## src/rtl/cfi_pkg.sv

```systemverilog
// Shared types for the CFI back end: log record layout, exception record and fault constants.
package cfi_pkg;

    localparam int unsigned VLEN = 32;
    localparam int unsigned XLEN = 32;

    localparam logic [XLEN-1:0] CFI_FAULT_CAUSE = XLEN'(18);

    typedef enum logic [1:0] {
        CFI_BRANCH = 2'd0,
        CFI_JUMP   = 2'd1,
        CFI_CALL   = 2'd2,
        CFI_RETURN = 2'd3
    } cfi_kind_e;

    typedef struct packed {
        cfi_kind_e        kind;
        logic [VLEN-1:0]  pc;
        logic [VLEN-1:0]  target;
        logic             is_compressed;
    } cfi_log_t;

    typedef struct packed {
        logic [XLEN-1:0]  cause;
        logic [XLEN-1:0]  tval;
        logic             valid;
    } exception_t;

    function automatic exception_t make_fault(input logic [XLEN-1:0] tval);
        exception_t e;
        e.cause = CFI_FAULT_CAUSE;
        e.tval  = tval;
        e.valid = 1'b1;
        return e;
    endfunction

endpackage

```

## src/rtl/cfi_shadow_stack.sv

```systemverilog
// Circular LIFO of return addresses; when wrap is enabled a push to a full stack
// overwrites the oldest entry and occupancy stays saturated.
module cfi_shadow_stack #(
    parameter int unsigned SS_DEPTH = 16,
    parameter int unsigned VLEN     = 32
) (
    input  logic                       clk_i,
    input  logic                       rst_i,
    input  logic                       push,
    input  logic                       pop,
    input  logic                       wrap_en,
    input  logic [VLEN-1:0]            push_data,
    output logic [VLEN-1:0]            top_o,
    output logic [$clog2(SS_DEPTH):0]  usage_o,
    output logic                       full_o,
    output logic                       empty_o
);

    localparam int unsigned PTR_W = $clog2(SS_DEPTH);

    logic [VLEN-1:0]  mem [SS_DEPTH];
    logic [PTR_W-1:0] top_ptr;
    logic [PTR_W:0]   usage;
    logic             do_push;
    logic             do_pop;

    assign full_o  = (usage == (PTR_W+1)'(SS_DEPTH));
    assign empty_o = (usage == '0);
    assign do_push = push && (!full_o || wrap_en);
    assign do_pop  = pop && !empty_o && !push;
    // top_ptr names the next free slot, so the newest entry sits one below it
    assign top_o   = mem[top_ptr - PTR_W'(1)];
    assign usage_o = usage;

    always_ff @(posedge clk_i) begin
        if (rst_i) begin
            top_ptr <= '0;
            usage   <= '0;
        end else if (do_push) begin
            top_ptr <= top_ptr + PTR_W'(1);
            if (!full_o) begin
                usage <= usage + (PTR_W+1)'(1);
            end
        end else if (do_pop) begin
            top_ptr <= top_ptr - PTR_W'(1);
            usage   <= usage - (PTR_W+1)'(1);
        end
    end

    always_ff @(posedge clk_i) begin
        if (do_push) begin
            mem[top_ptr] <= push_data;
        end
    end

endmodule

```

## src/rtl/cfi_backend_shadow_stack.sv

```systemverilog
// Consumer of the CFI log FIFO: pops one record every two cycles, pushes call return
// addresses, checks returns against the shadow stack and latches a sticky fault.
module cfi_backend_shadow_stack
    import cfi_pkg::*;
#(
    parameter int unsigned SS_DEPTH          = 16,
    parameter bit          FAULT_ON_OVERFLOW = 1'b1
) (
    input  logic                       clk_i,
    input  logic                       rst_i,
    input  cfi_log_t                   log_i,
    input  logic                       queue_empty_i,
    output logic                       queue_pop_o,
    output exception_t                 cfi_fault_o,
    output logic [$clog2(SS_DEPTH):0]  ss_usage_o
);

    typedef enum logic [1:0] {
        IDLE  = 2'd0,
        CHECK = 2'd1,
        FAULT = 2'd2
    } state_e;

    state_e          state_q, state_d;
    cfi_log_t        log_q;
    exception_t      fault_q, fault_d;
    logic            ss_push, ss_pop, ss_full, ss_empty;
    logic [VLEN-1:0] ss_top;
    logic [VLEN-1:0] ret_addr;

    assign ret_addr    = log_q.pc + (log_q.is_compressed ? VLEN'(2) : VLEN'(4));
    assign cfi_fault_o = fault_q;

    cfi_shadow_stack #(
        .SS_DEPTH (SS_DEPTH),
        .VLEN     (VLEN)
    ) u_stack (
        .clk_i     (clk_i),
        .rst_i     (rst_i),
        .push      (ss_push),
        .pop       (ss_pop),
        .wrap_en   (!FAULT_ON_OVERFLOW),
        .push_data (ret_addr),
        .top_o     (ss_top),
        .usage_o   (ss_usage_o),
        .full_o    (ss_full),
        .empty_o   (ss_empty)
    );

    always_ff @(posedge clk_i) begin
        if (rst_i) begin
            state_q <= IDLE;
            log_q   <= '0;
            fault_q <= '0;
        end else begin
            state_q <= state_d;
            fault_q <= fault_d;
            if (queue_pop_o) begin
                log_q <= log_i;
            end
        end
    end

    // A faulting record leaves the stack untouched; only the fault register changes.
    always_comb begin
        state_d     = state_q;
        fault_d     = fault_q;
        queue_pop_o = 1'b0;
        ss_push     = 1'b0;
        ss_pop      = 1'b0;
        unique case (state_q)
            IDLE: begin
                if (!queue_empty_i) begin
                    queue_pop_o = 1'b1;
                    state_d     = CHECK;
                end
            end
            CHECK: begin
                state_d = IDLE;
                unique case (log_q.kind)
                    CFI_CALL: begin
                        if (ss_full && FAULT_ON_OVERFLOW) begin
                            fault_d = make_fault(XLEN'(log_q.pc));
                            state_d = FAULT;
                        end else begin
                            ss_push = 1'b1;
                        end
                    end
                    CFI_RETURN: begin
                        if (!ss_empty) begin
                            if (log_q.target == ss_top) begin
                                ss_pop = 1'b1;
                            end else begin
                                fault_d = make_fault(XLEN'(log_q.target));
                                state_d = FAULT;
                            end
                        end else if (FAULT_ON_OVERFLOW) begin
                            fault_d = make_fault(XLEN'(log_q.target));
                            state_d = FAULT;
                        end
                    end
                    default: begin
                    end
                endcase
            end
            FAULT: begin
            end
            default: state_d = IDLE;
        endcase
    end

endmodule

```

## config.mk

```make
export PLATFORM = sky130hd
export DESIGN_NAME = cfi_backend_shadow_stack
export DESIGN_NICKNAME = d
export VERILOG_FILES = /design/src/rtl/cfi_pkg.sv /design/src/rtl/cfi_shadow_stack.sv /design/src/rtl/cfi_backend_shadow_stack.sv
export SDC_FILE = /design/constraint.sdc
export NUM_CORES = 1
export LEC_CHECK = 0
export CAP_MARGIN = 10
export CORE_UTILIZATION = 35
export DETAILED_ROUTE_END_ITERATION = 10
export PLACE_DENSITY = 0.55
export SLEW_MARGIN = 0
export SYNTH_ARGS = -nofsm -noshare
export SYNTH_HDL_FRONTEND = slang
export SYNTH_SLANG_ARGS = --single-unit
```

## constraint.sdc

```tcl
create_clock -name clk_i -period 9.4 [get_ports clk_i]
set_input_delay 2.82 -clock clk_i [delete_from_list [all_inputs] [get_ports clk_i]]
set_output_delay 2.82 -clock clk_i [all_outputs]
set_load 0.05 [all_outputs]
```

==> qor.csv, run 1 <==
metric,value,unit
status,completed,
power.density,197,nW/um^2
post_cts_buffers,0,
synth-compound-area-share,0.0325,
cts_root_buf,sky130_fd_sc_hd__clkbuf_16,
grt_first_pass_wirelength,98800,um
core-area,71900,um^2
path_common_cell,sky130_fd_sc_hd__clkdlybuf4s50_1,
start_kind,input port,
synthCells,1606,
design.die.area,74100,um^2
post_place_cells,2616,
postRouteAntennaNets,0,
min_period,7.81,ns
buffers_inverters_on_critical_path,3,
gr-total-overflow,0,
cp_cell_sequence,clkdlybuf4s50_1 > or3_2 > inv_2 > clkdlybuf4s50_1,
synth.yosys.seq_area_share,0.689,
post_route_cells_drive_above_1_share,0.175,
synthesis.yosys.warnings,0,
fin_setup_tns,0,ns
num-nets-final,1822,
initial_utilization,0.356,
layout.filler_cells,6490,
grt_start_max_net_pins,92,
routedWlPerCell,24.6,um
first_global_vias,14600,
port_buffers,110,
viasPerCell,5.34,
latest_clock_arrival_within_the_worst_skew_pair,0.61,ns
synth_adder_area_share,0.00646,
die_height,272,um
clk_transition_reported_paths,0.06,ns
final_min_period_over_clock_period,0.831,
muxShareOfSynthArea,0.150,
drt-total-wl,67400,um
worst-slew-pin-transition,1.21,ns
post_synth.cell_area_avg,15.9,um^2
worst_r2r_startpoint,u_stack.top_ptr[0],
finalClockSkew,0.0191,ns
leakagePower,10.1,nW
yosys-top-cells-area,"sky130_fd_sc_hd__edfxtp_1 60%, sky130_fd_sc_hd__mux4_2 9.3%, sky130_fd_sc_hd__dfxtp_1 8.7%",
cts.repair.resized,0,
numClockSinks,623,
drt_first_iter_violations,1517,
initial_antenna_violation_count,2,
total_i_o_pin_count,141,
synth.top_cell.area_share,0.602,
cts_max_path_buffers,3,
reg2regPathDepth,13,
antenna_cells,0,
synth_simple_gate_area_share,0.0710,
hold_buffer_count_at_cts,0,
finish.cell_count_without_fillers,2736,
flow.area_growth_from_synthesis,16.9,%
critPathMaxFanout,20,
worst_min_delay_path_startpoint,cfi_fault_o[34],
track_usage,0.183,
synth_area_leader_cell,sky130_fd_sc_hd__edfxtp_1,
ys_types,62,
synth_top_family_by_area,multiplexers,
max_slew_margin,0.189,
finalSetupViolCount,0,
worst-setup-path-type,input port to output port,
layout.cells.most_common_list,"512 x sky130_fd_sc_hd__edfxtp_1, 187 x sky130_fd_sc_hd__nand2_1, 110 x sky130_fd_sc_hd__dfxtp_1, 109 x sky130_fd_sc_hd__clkdlybuf4s50_1, 106 x sky130_fd_sc_hd__mux4_2",
placement_rows,98,
timing.critical_path.required,6.58,ns
worstHoldPathCells,2,
overall_via_count_from_detail_route,14600,
timing.critical_path.to_type,output port,
synth_area,25600,um^2
highest_layer,met5,
met1Wirelength,30600,um
die_width,272,um
final_max_slew_viol_count,0,
vdd_ir_drop_max,0.000130,V
route.detailed.drc,0,
dp_hpwl,40200,um
fmaxAchievable,0.128,GHz
post_synth_xor_area_fraction,0.0229,
crit_family,buffers and inverters,
dr_wl_met3,4250,um
h-tree-depth,3,
hold_end,cfi_fault_o[34],
postSynth.topFlopCell,sky130_fd_sc_hd__edfxtp_1,
slowest_stage,sky130_fd_sc_hd__clkdlybuf4s50_1,
routed-wl-met2,30800,um
mostFrequentLayoutCell,sky130_fd_sc_hd__edfxtp_1,
critical-path-max-stage-delay,0.85,ns
reg2reg_setup_slack,2.62,ns
timing_hold_violations_final,0,
synth-async-reset-ratio,0,
regToRegEndpoint,cfi_fault_o[25],
holdCritPathClass,register to register,
drt_first_pass_iters,7,
gpl.final_weighted_congestion,0.770,
cts-buffers-inserted,66,
synth-edff-count,512,
drv.max_cap_violation_count,0,
grt_setup_unrepaired,no,
cts_tree,done,
ys_seq_elements,623,
cp.arrival,4.99,ns
==> state kept, by name, summed over array words and instances (netlist names) <==
name / cells
u_stack.mem: 512
log_q: 67
cfi_fault_o: 33
u_stack.usage_o: 5
u_stack.top_ptr: 4
state_q: 2
==> per-layer routing <==
metal / track usage / vias to the layer above
met5: 0 / -
met4: 0.0548 / 2
met3: 0.0324 / 111
met2: 0.281 / 548
met1: 0.265 / 7559
li1: - / 6379
==> per-stage QoR <==
step	hold WS (ns)	total power [mW]	util	setup slack (ns)	cell area (um^2)
after floorplan	0.450	3.31	-	2.61	25700
after global placement	0.460	3.43	0.387	1.60	27800
after detailed placement	0.468	3.43	0.387	1.60	27800
after CTS	0.478	5.94	0.415	1.59	29800
after global routing	0.521	6.08	0.416	1.54	29900
final	0.474	5.89	0.416	1.59	29900
==> synthesized netlist by cell type (9+ instances only) <==
library cell	instances
sky130_fd_sc_hd__mux2_2	37
sky130_fd_sc_hd__dfxtp_1	111
sky130_fd_sc_hd__xnor2_1	35
sky130_fd_sc_hd__ha_1	10
sky130_fd_sc_hd__buf_1	10
sky130_fd_sc_hd__nand4_1	23
sky130_fd_sc_hd__a21oi_1	79
sky130_fd_sc_hd__nand2_1	188
sky130_fd_sc_hd__inv_1	12
sky130_fd_sc_hd__xor2_1	30
sky130_fd_sc_hd__clkbuf_1	41
sky130_fd_sc_hd__buf_2	26
sky130_fd_sc_hd__buf_4	38
sky130_fd_sc_hd__nor2_1	74
sky130_fd_sc_hd__edfxtp_1	512
sky130_fd_sc_hd__a32oi_1	11
sky130_fd_sc_hd__nand3_1	50
sky130_fd_sc_hd__nor3_1	9
sky130_fd_sc_hd__mux4_2	106
sky130_fd_sc_hd__mux2i_1	93
==> tightest hold or removal path, cell delays in order (launching register included) <==
cell	delay, ns
sky130_fd_sc_hd__dfxtp_1	0.33
sky130_fd_sc_hd__inv_1	0.05
sky130_fd_sc_hd__a21oi_1	0.05
==> where the power goes <==
group	switching (mW)	total (mW)	internal, mW
Combinational	0.203	0.326	0.123
Clock	1.04	2.51	1.47
Sequential	0.0378	3.05	3.01
Total	1.28	5.89	4.61
==> cells by family after synthesis <==
family / after synthesis
and+or+nand+nor: 397
AOI/OAI and AO/OA: 132
DFF: 623
adders and majority gates: 12
other: 1
muxes: 241
xor gates and xnor gates: 66
buffers and inverters: 134
==> layout make-up <==
class / instances / area, um^2 / share of cell area
well taps: 950 / 1190 / 0.0398
multi-input cells: 878 / 7530 / 0.252
flip-flops and latches: 623 / 17600 / 0.589
repair buffers: 157 / 1460 / 0.0488
clock buffers: 93 / 1840 / 0.0615
clock inverters: 21 / 208 / 0.00695
inverters: 14 / 53.8 / 0.00180
==> worst max path at each step <==
stage                     cells past startpoint  slack (ns)          start          end
after floorplan                               4        2.61  queue_empty_i  queue_pop_o
after global placement                        4        1.60  queue_empty_i  queue_pop_o
after detailed placement                      4        1.60  queue_empty_i  queue_pop_o
after CTS                                     4        1.59  queue_empty_i  queue_pop_o
after global routing                          4        1.54  queue_empty_i  queue_pop_o
final                                         4        1.59  queue_empty_i  queue_pop_o
(Power assumes the default switching activity.)
==> run 2: changes to the inputs <==
- clock period: 9.4 -> 7.25 ns (I/O delays scaled with it)
==> run 2 against run 1 <==
Compared with the run above: non-clock buffer count rose by 2; clock power increased by 30%; combinational power increased by 30%; routed wire length increased by 0.51%; critical path depth stayed put; worst setup slack got worse by 0.20 ns; register-to-register slack got worse by 1.1 ns; die area stayed put.
==> qor.csv, run 2 (same netlist as run 1, synthesis figures left out) <==
metric,value,unit,change
status,completed,,
flow.area_growth_from_synthesis,17.2,%,
hold_buffer_count_at_cts,0,,unchanged
numClockSinks,623,,unchanged
h-tree-depth,3,,unchanged
min_period,5.85,ns,
finalSetupViolCount,0,,unchanged
leakagePower,10.2,nW,+0.48%
critPathMaxFanout,23,,+15%
initial_utilization,0.356,,unchanged
total_i_o_pin_count,141,,unchanged
layout.cells.most_common_list,"512 x sky130_fd_sc_hd__edfxtp_1, 187 x sky130_fd_sc_hd__nand2_1, 110 x sky130_fd_sc_hd__dfxtp_1, 108 x sky130_fd_sc_hd__clkdlybuf4s50_1, 106 x sky130_fd_sc_hd__mux4_2",,
gr-total-overflow,0,,unchanged
final_hold_slack,0.478,ns,+0.00386 ns
initial_antenna_violation_count,0,,-2
p_total,7.64,mW,+30%
cts-buffers-inserted,67,,+1.5%
die_width,272,um,unchanged
post_cts_buffers,0,,unchanged
core-area,71900,um^2,unchanged
cts_tree,done,,
track_usage,0.183,,-0.000832
postRouteAntennaNets,0,,unchanged
cts_max_path_buffers,3,,unchanged
fmaxAchievable,0.171,GHz,
cts_root_buf,sky130_fd_sc_hd__clkbuf_16,,
route.detailed.drc,0,,unchanged
post_route_cells_drive_above_1_share,0.180,,+0.00434
final_max_slew_viol_count,0,,unchanged
gpl.final_weighted_congestion,0.780,,+1.3%
die_height,272,um,unchanged
placement_rows,98,,unchanged
post_place_cells,2619,,+0.11%
finalClockSkew,0.0243,ns,+0.00517 ns
cp_cell_sequence,clkdlybuf4s50_1 > or3_2 > inv_2 > buf_12,,
drt_first_iter_violations,1278,,-16%
worst-slew-pin-transition,1.29,ns,+0.0807 ns
timing.critical_path.to_type,output port,,
routedWlPerCell,24.7,um,+0.25%
vdd_ir_drop_max,0.000123,V,-5.5%
largest_reg_flops,512,,unchanged
grt_first_pass_wirelength,98000,um,-0.85%
slowest_stage,sky130_fd_sc_hd__or3_2,,
cp.arrival,3.68,ns,-1.31 ns
timing_hold_violations_final,0,,unchanged
max_slew_margin,0.138,,-0.0509
worst-setup-path-type,input port to output port,,
holdCritPathClass,register to register,,
clk_transition_reported_paths,0.06,ns,about the same
cts.repair.resized,0,,unchanged
num-nets-final,1825,,+0.16%
first_global_vias,14300,,-1.7%
latest_clock_arrival_within_the_worst_skew_pair,0.61,ns,about the same
grt_setup_unrepaired,no,,
drv.max_cap_violation_count,0,,unchanged
power.density,255,nW/um^2,+29%
fin_setup_tns,0,ns,unchanged
buffers_inverters_on_critical_path,3,,unchanged
viasPerCell,5.26,,-1.5%
drt_first_pass_iters,5,,-2
drt-total-wl,67700,um,+0.51%
finish.cell_count_without_fillers,2743,,+0.26%
antenna_cells,0,,unchanged
crit_family,buffers and inverters,,
design.die.area,74100,um^2,unchanged
port_buffers,110,,unchanged
start_kind,input port,,
registers.top_by_ff_count,u_stack.mem,,
mostFrequentLayoutCell,sky130_fd_sc_hd__edfxtp_1,,
dp_hpwl,40900,um,+1.9%
overall_via_count_from_detail_route,14400,,-1.2%
final_min_period_over_clock_period,0.807,,
timing.critical_path.required,5.08,ns,-1.50 ns
grt_start_max_net_pins,92,,unchanged
critical-path-max-stage-delay,0.73,ns,-0.12 ns
-- run 2: changes by cell type in the layout (fill, tap and decap cells not counted), moves of 2 or more --
cell                        previous run  this run
sky130_fd_sc_hd__clkbuf_1             22        14
sky130_fd_sc_hd__bufinv_16             4         2
sky130_fd_sc_hd__clkinv_1              7        14
sky130_fd_sc_hd__clkbuf_8              3         6
sky130_fd_sc_hd__buf_12                0         3
sky130_fd_sc_hd__clkinv_2              8        12
sky130_fd_sc_hd__inv_6                 2         0
-- run 2: final cells by class --
cell class,instances,area [um^2]
clock inverter,29,190
multi-input combinational,878,7530
timing repair buffer,159,1500
tap,950,1190
clock buffer,90,1890
fill,6470,41900
inverter,14,53.8
sequential,623,17600
-- run 2: path summary, 6_finish.rpt --
kind	start	end	slack (ns)	cells past startpoint
hold reg to reg	cfi_fault_o[34]	cfi_fault_o[34]	0.48	2
setup reg to reg	u_stack.top_ptr[0]	cfi_fault_o[24]	1.49	14
setup / recovery	queue_empty_i	queue_pop_o	1.40	4
hold / removal	cfi_fault_o[34]	cfi_fault_o[34]	0.48	2
-- run 2: worst min-delay path, delay by kind of cell, from the launching register on --
family          cells  cell delay, ns
flops               1            0.33
buf+inv             1            0.06
compound gates      1            0.05
-- run 2: power breakdown --
part	internal (mW)	switching [mW]
Sequential	3.91	0.0493
Clock	1.89	1.36
Combinational	0.160	0.264
Total	5.96	1.68
-- run 2: layer usage --
metal	track usage	up-vias	routed length [um]
li1	-	6399	-
met1	0.264	7458	31300
met2	0.288	484	31400
met3	0.0315	81	3870
met4	0.0390	0	1140
met5	0	-	0
-- run 2: per-stage QoR --
step | area [um^2] | utilization | setup slack [ns]
after floorplan | 25700 | - | 1.45
after global placement | 27800 | 0.387 | 1.42
after detailed placement | 27800 | 0.387 | 1.43
after CTS | 29900 | 0.416 | 1.42
after global routing | 30000 | 0.417 | 1.27
final | 30000 | 0.417 | 1.40
